$ cat src/rtl/pipeline_hazard_sequencer_if.sv
// pipeline_hazard_sequencer_if: hazard inputs from ID/EX/MEM and stall/flush controls back to the pipeline
interface pipeline_hazard_sequencer_if #(
   parameter int REG_W = 5,
   parameter int CNT_W = 16
);
   logic [REG_W-1:0] ID_rs1_i, ID_rs2_i, EX_rd_i;
   logic             EX_MemRead_i, Branch_taken_i, MEM_req_i, MEM_ack_i;
   logic             PCWrite_o, IFIDWrite_o, NoOp_o, Flush_o, PipeStall_o, Err_o;
   logic [1:0]       State_o;
   logic [CNT_W-1:0] LoadUseCnt_o, MemWaitCnt_o, FlushCnt_o;
   modport master (
      output ID_rs1_i, ID_rs2_i, EX_rd_i, EX_MemRead_i, Branch_taken_i, MEM_req_i, MEM_ack_i,
      input  PCWrite_o, IFIDWrite_o, NoOp_o, Flush_o, PipeStall_o, Err_o, State_o,
             LoadUseCnt_o, MemWaitCnt_o, FlushCnt_o
   );
   modport slave (
      input  ID_rs1_i, ID_rs2_i, EX_rd_i, EX_MemRead_i, Branch_taken_i, MEM_req_i, MEM_ack_i,
      output PCWrite_o, IFIDWrite_o, NoOp_o, Flush_o, PipeStall_o, Err_o, State_o,
             LoadUseCnt_o, MemWaitCnt_o, FlushCnt_o
   );
endinterface

$ cat src/rtl/pipeline_hazard_sequencer.sv
// pipeline_hazard_sequencer: load-use bubbles, memory-wait freezes with timeout error, branch flushes.
// Define STALL_PERF_EN to build the saturating load-use / mem-wait / flush counters.
module pipeline_hazard_sequencer #(
   parameter int REG_W   = 5,
   parameter int TIMEOUT = 16,
   parameter int CNT_W   = 16
) (
   input logic                        clk_i,
   input logic                        rst_i,
   pipeline_hazard_sequencer_if.slave hz
);
   typedef enum logic [1:0] {RUN = 2'd0, MEM_WAIT = 2'd1, ERROR = 2'd2} state_e;
   state_e           state_q, state_d;
   logic [CNT_W-1:0] cnt_q, cnt_d;
   logic             lu, mw, halt, noop, flush;
   always_comb begin
      lu = hz.EX_MemRead_i && hz.EX_rd_i != REG_W'(0) &&
           (hz.EX_rd_i == hz.ID_rs1_i || hz.EX_rd_i == hz.ID_rs2_i);
      mw = (state_q == MEM_WAIT || (state_q == RUN && hz.MEM_req_i)) && !hz.MEM_ack_i;
      halt = state_q == ERROR || mw;
      noop = !halt && lu;
      flush = !halt && !lu && hz.Branch_taken_i;
      state_d = state_q;
      cnt_d = cnt_q;
      case (state_q)
         RUN: if (mw) begin
            state_d = MEM_WAIT;
            cnt_d = CNT_W'(1);
         end
         MEM_WAIT: if (hz.MEM_ack_i) begin
            state_d = RUN;
            cnt_d = '0;
         end else if (cnt_q == CNT_W'(TIMEOUT)) begin
            state_d = ERROR;
         end else begin
            cnt_d = cnt_q + CNT_W'(1);
         end
         default: ;
      endcase
   end
   always_ff @(posedge clk_i) begin
      state_q <= rst_i ? RUN : state_d;
      cnt_q <= rst_i ? '0 : cnt_d;
   end
   assign hz.PCWrite_o = !halt && !lu;
   assign hz.IFIDWrite_o = !halt && !lu;
   assign hz.NoOp_o = noop;
   assign hz.Flush_o = flush;
   assign hz.PipeStall_o = halt;
   assign hz.Err_o = state_q == ERROR;
   assign hz.State_o = state_q;
`ifdef STALL_PERF_EN
   logic [CNT_W-1:0] lu_cnt_q, mw_cnt_q, fl_cnt_q;
   always_ff @(posedge clk_i) begin
      if (rst_i) begin
         lu_cnt_q <= '0;
         mw_cnt_q <= '0;
         fl_cnt_q <= '0;
      end else begin
         if (noop && lu_cnt_q != '1) lu_cnt_q <= lu_cnt_q + CNT_W'(1);
         if (mw && mw_cnt_q != '1) mw_cnt_q <= mw_cnt_q + CNT_W'(1);
         if (flush && fl_cnt_q != '1) fl_cnt_q <= fl_cnt_q + CNT_W'(1);
      end
   end
   assign hz.LoadUseCnt_o = lu_cnt_q;
   assign hz.MemWaitCnt_o = mw_cnt_q;
   assign hz.FlushCnt_o = fl_cnt_q;
`else
   assign hz.LoadUseCnt_o = '0;
   assign hz.MemWaitCnt_o = '0;
   assign hz.FlushCnt_o = '0;
`endif
endmodule

$ cat src/flat_wrapper.sv
// flat-port wrapper written by rule: the top's interface ports become plain ports
module pipeline_hazard_sequencer_flat 
#(
   parameter int REG_W   = 5,
   parameter int TIMEOUT = 16,
   parameter int CNT_W   = 16
)
  (clk_i, rst_i, hz_ID_rs1_i, hz_ID_rs2_i, hz_EX_rd_i, hz_EX_MemRead_i, hz_Branch_taken_i, hz_MEM_req_i, hz_MEM_ack_i, hz_PCWrite_o, hz_IFIDWrite_o, hz_NoOp_o, hz_Flush_o, hz_PipeStall_o, hz_Err_o, hz_State_o, hz_LoadUseCnt_o, hz_MemWaitCnt_o, hz_FlushCnt_o);
  pipeline_hazard_sequencer_if #(.REG_W(REG_W), .CNT_W(CNT_W)) hz_i ();
  input logic clk_i;
  input logic rst_i;
  input wire logic [$bits(hz_i.ID_rs1_i)-1:0] hz_ID_rs1_i;
  input wire logic [$bits(hz_i.ID_rs2_i)-1:0] hz_ID_rs2_i;
  input wire logic [$bits(hz_i.EX_rd_i)-1:0] hz_EX_rd_i;
  input wire logic [$bits(hz_i.EX_MemRead_i)-1:0] hz_EX_MemRead_i;
  input wire logic [$bits(hz_i.Branch_taken_i)-1:0] hz_Branch_taken_i;
  input wire logic [$bits(hz_i.MEM_req_i)-1:0] hz_MEM_req_i;
  input wire logic [$bits(hz_i.MEM_ack_i)-1:0] hz_MEM_ack_i;
  output wire logic [$bits(hz_i.PCWrite_o)-1:0] hz_PCWrite_o;
  output wire logic [$bits(hz_i.IFIDWrite_o)-1:0] hz_IFIDWrite_o;
  output wire logic [$bits(hz_i.NoOp_o)-1:0] hz_NoOp_o;
  output wire logic [$bits(hz_i.Flush_o)-1:0] hz_Flush_o;
  output wire logic [$bits(hz_i.PipeStall_o)-1:0] hz_PipeStall_o;
  output wire logic [$bits(hz_i.Err_o)-1:0] hz_Err_o;
  output wire logic [$bits(hz_i.State_o)-1:0] hz_State_o;
  output wire logic [$bits(hz_i.LoadUseCnt_o)-1:0] hz_LoadUseCnt_o;
  output wire logic [$bits(hz_i.MemWaitCnt_o)-1:0] hz_MemWaitCnt_o;
  output wire logic [$bits(hz_i.FlushCnt_o)-1:0] hz_FlushCnt_o;
  assign hz_i.ID_rs1_i = hz_ID_rs1_i;
  assign hz_i.ID_rs2_i = hz_ID_rs2_i;
  assign hz_i.EX_rd_i = hz_EX_rd_i;
  assign hz_i.EX_MemRead_i = hz_EX_MemRead_i;
  assign hz_i.Branch_taken_i = hz_Branch_taken_i;
  assign hz_i.MEM_req_i = hz_MEM_req_i;
  assign hz_i.MEM_ack_i = hz_MEM_ack_i;
  assign hz_PCWrite_o = hz_i.PCWrite_o;
  assign hz_IFIDWrite_o = hz_i.IFIDWrite_o;
  assign hz_NoOp_o = hz_i.NoOp_o;
  assign hz_Flush_o = hz_i.Flush_o;
  assign hz_PipeStall_o = hz_i.PipeStall_o;
  assign hz_Err_o = hz_i.Err_o;
  assign hz_State_o = hz_i.State_o;
  assign hz_LoadUseCnt_o = hz_i.LoadUseCnt_o;
  assign hz_MemWaitCnt_o = hz_i.MemWaitCnt_o;
  assign hz_FlushCnt_o = hz_i.FlushCnt_o;
  pipeline_hazard_sequencer #(.REG_W(REG_W), .TIMEOUT(TIMEOUT), .CNT_W(CNT_W)) u_core (.clk_i(clk_i), .rst_i(rst_i), .hz(hz_i));
endmodule
$ cat config.mk
export PLATFORM = sky130hd
export DESIGN_NAME = pipeline_hazard_sequencer_flat
export DESIGN_NICKNAME = d
export VERILOG_FILES = /design/src/rtl/pipeline_hazard_sequencer_if.sv /design/src/rtl/pipeline_hazard_sequencer.sv /design/src/flat_wrapper.sv
export SDC_FILE = /design/constraint.sdc
export NUM_CORES = 1
export LEC_CHECK = 0
export ABC_AREA = 1
export CELL_PAD_IN_SITES_DETAIL_PLACEMENT = 0
export CELL_PAD_IN_SITES_GLOBAL_PLACEMENT = 2
export CORE_UTILIZATION = 23
export CTS_CLUSTER_DIAMETER = 120
export DETAILED_ROUTE_END_ITERATION = 10
export PLACE_DENSITY = 0.91
export SETUP_SLACK_MARGIN = 0.3
export SYNTH_ARGS = -nofsm -noshare
export SYNTH_HDL_FRONTEND = slang
export SYNTH_SLANG_ARGS = --single-unit
export TNS_END_PERCENT = 5
$ cat constraint.sdc
create_clock -name clk_i -period 2.1 [get_ports clk_i]
set_input_delay 0.42 -clock clk_i [delete_from_list [all_inputs] [get_ports clk_i]]
set_output_delay 0.42 -clock clk_i [all_outputs]
set_load 0.03 [all_outputs]
==> impl_metrics.env <==
export IMPL_synth_fa_ha_area_share_pct=1.36
export IMPL_ir_drop_v=0.000119
export IMPL_grt_ovfl_total=0
export IMPL_cts_sinks=18
export IMPL_die_area_mm2=0.00835
export IMPL_worstReg2RegStart="u_core.cnt_q[0]"
export IMPL_async_flop_share_pct=0
export IMPL_worstSetupPathType="input port to output port"
export IMPL_endpoint_kind="output port"
export IMPL_timing_hold_ws_ps=507
export IMPL_multi_input_area_mm2=0.00114
export IMPL_reg2reg_depth=9
export IMPL_synth_edf_count=0
export IMPL_fin_tns_setup_ps=0
export IMPL_timing_fmax_mhz=564
export IMPL_reg2reg_slack_ps=500
export IMPL_synth_most_common_cell="nand2_1"
export IMPL_max_cap_violations=0
export IMPL_synthFlopType="dfxtp_1"
export IMPL_cts_hold_buf=0
export IMPL_syn_to_final_growth_pct=14.8
export IMPL_synth_largest_area_cell="buf_4"
export IMPL_antenna_found_initial=0
export IMPL_grt_pass1_vias=1505
export IMPL_path_cells="dlygate4sd2_1 > nor2_4 > nor2_2 > nor2_2 > inv_1 > nor2_2 > buf_6"
export IMPL_path_max_fanout=2
export IMPL_port_buffers=28
export IMPL_cp_buffers_inverters=3
export IMPL_path_clk_slew_ps=80
export IMPL_insertedDiodeCount=0
export IMPL_p_leak_nw=0.994
export IMPL_required_ps=1680
export IMPL_arrival_ps=1350
export IMPL_gp_congestion=0.774
export IMPL_min_from="u_core.cnt_q[1]"
export IMPL_regArea_um2=363
export IMPL_period_needed_ps=1770
export IMPL_worstSkewPairLatency_ps=260
export IMPL_critPathSlowestCell="dlygate4sd2_1"
export IMPL_drc=0
export IMPL_status="finished, final reports clean"
export IMPL_synth_top_family_by_area="simple AND/OR/NAND/NOR gates"
export IMPL_dp_cells=432
export IMPL_netlist_area_mm2=0.00184
export IMPL_power_uw=921
export IMPL_grt_pass1_wl_um=6930
export IMPL_fin_crit_sh_pct=84.5
export IMPL_ant_nets=0
export IMPL_power_density_mw_per_mm2=437
export IMPL_worstReg2RegEnd="u_core.cnt_q[14]"
export IMPL_hold_viol_final=0
export IMPL_ys_seq_area_share_pct=19.6
export IMPL_grtUsageTotal_pct=10.1
export IMPL_cts_buffers=3
export IMPL_placementRows=32
export IMPL_start_util_pct=23.8
export IMPL_ys_ff_latch=18
export IMPL_whs_path_depth=2
export IMPL_synth_compound_area_share_pct=6.88
export IMPL_dr_first_iter_drc_count=94
export IMPL_grt_setup_unrepaired="true"
export IMPL_synth_area_top_cells="buf_4 20%, dfxtp_1 20%, nand2_1 15%, nor2_1 9.0%, inv_1 7.4%"
export IMPL_fillCellCount=870
export IMPL_yosys_cell_types_count=27
export IMPL_layout_nets=359
export IMPL_synthCells=301
export IMPL_wl_per_cell_um=9.51
export IMPL_synth_mux_area_share_pct=0
export IMPL_grt_max_degree=14
export IMPL_clockBufferDepth=2
export IMPL_critPathMostFrequentCell="nor2_2"
export IMPL_synth_simple_area_share_pct=40.4
export IMPL_synth_xor_area_share_pct=1.91
export IMPL_clockRootBuffer="clkbuf_8"
export IMPL_netlist_top_cells_count="75 x nand2_1, 50 x buf_4, 44 x nor2_1, 36 x inv_1, 24 x nand3_1"
export IMPL_wirelength_um=4150
export IMPL_yosysWarnings=0
export IMPL_dp_hpwl_um=3340
export IMPL_avgSynthCellArea_um2=6.11
export IMPL_via_per_inst=3.93
export IMPL_hold_path_class="flop to flop"
export IMPL_drv_slew=0
export IMPL_layout_drive_gt1_share_pct=17.4
export IMPL_setup_viol=0
export IMPL_die_w_um=91.4
export IMPL_max_stage_delay_ps=270
export IMPL_min_to="u_core.cnt_q[1]"
export IMPL_tritoncts="done"
export IMPL_htree_num_levels=1
export IMPL_coreArea_mm2=0.00773
export IMPL_synth_top_area_share_pct=20.4
export IMPL_cp_top_family="buffers and inverters"
export IMPL_clock_skew_ps=1.46
export IMPL_layout_cells_non_filler=436
export IMPL_drtPass1Iterations=4
export IMPL_vias=1713
export IMPL_die_y_um=91.4
export IMPL_io_pins=77
export IMPL_start_kind="input port"
metrics by stage:
stage          util (%)  setup WS [ps]  area (µm²)
3_3_place_gp       26.9          -86.5        2080
4_1_cts            27.6            201        2130
6_report           27.3            326        2110
3_5_place_dp       26.9          -88.7        2080
2_1_floorplan         -            368        2030
5_1_grt            27.3            256        2110
sequential cells by signal, indices dropped and copies added (netlist names):
| register | count |
|---|---|
| u_core.cnt_q | 16 |
| u_core.hz.State_o | 2 |
tightest hold or removal path, stage by stage (launching register included):
cell and delay [ps]:
dfxtp_1 350, nand2_1 70, a21oi_1 50
cells in the final DEF (no fill, tap or decap):
cell type and instances:
dfxtp_1 16, nand4_1 11, xnor2_1 2, dfxtp_2 2, buf_6 3, inv_2 2
clkbuf_8 3, nor3_1 1, xor2_1 2, o21ai_0 3, buf_4 11, inv_1 34
dlymetal6s2s_1 1, nand2_4 1, a21oi_2 6, clkdlybuf4s15_1 4, a21o_1 1, nor2_2 6
ha_1 2, o21ai_1 1, nand2_2 6, nand2_1 72, clkdlybuf4s50_1 4, o21ai_4 1
nor2_1 38, a21oi_1 6, dlygate4sd2_1 5, or2_2 3, nor2_4 4, nand3_4 1
clkinv_1 1, nand3_1 24, conb_1 48, clkbuf_2 9
power breakdown:
part	total, mW	switching (mW)	leakage (nW)	internal, mW
Clock	0.259	0.131	0.0216	0.128
Sequential	0.351	0.00598	0.146	0.345
Combinational	0.311	0.228	0.826	0.0826
Total	0.921	0.366	0.994	0.556
routing by layer:
metal,up-vias,track usage (%),share of wire (%)
met5,-,0,0
met4,0,3.17,1.7
met3,6,1.09,2.7
met2,40,18.2,48
met1,764,12.6,47
li1,903,-,-
worst max-delay path by stage:
stage,from,end,slack (ps),cells past startpoint
floorplan,hz_EX_rd_i[1],hz_PCWrite_o,370,8
global placement,hz_EX_rd_i[1],hz_PCWrite_o,-90,11
detailed placement,hz_EX_rd_i[1],hz_IFIDWrite_o,-90,11
CTS,hz_EX_rd_i[1],hz_Flush_o,200,11
global route,hz_ID_rs1_i[0],hz_Flush_o,260,9
finish,hz_MEM_req_i,hz_NoOp_o,330,7
layout make-up:
type,instances,share of cell area [%]
tap,102,6.05
clock buffer,3,1.96
timing repair buffer,37,14.1
sequential,18,17.2
inverter,37,6.58
multi-input combinational,239,54.1
cells by family (layout without fill, tap and decap cells):
group | count (synthesis) | after routing
simple gates | 167 | 167
buf+inv | 91 | 77
compound gates | 18 | 18
flops | 18 | 18
xor+xnor | 4 | 4
fa+ha+maj | 2 | 2
other cells | 1 | 48
timing repair:
item / 4_1_cts / 5_1_grt
buffers inserted: 1 / 0
pin swaps: 12 / 15
setup endpoints to repair: 6 / 6
resized for setup: 28 / 26
gates cloned: 0 / 0
Power figures use the tool's default switching activity.
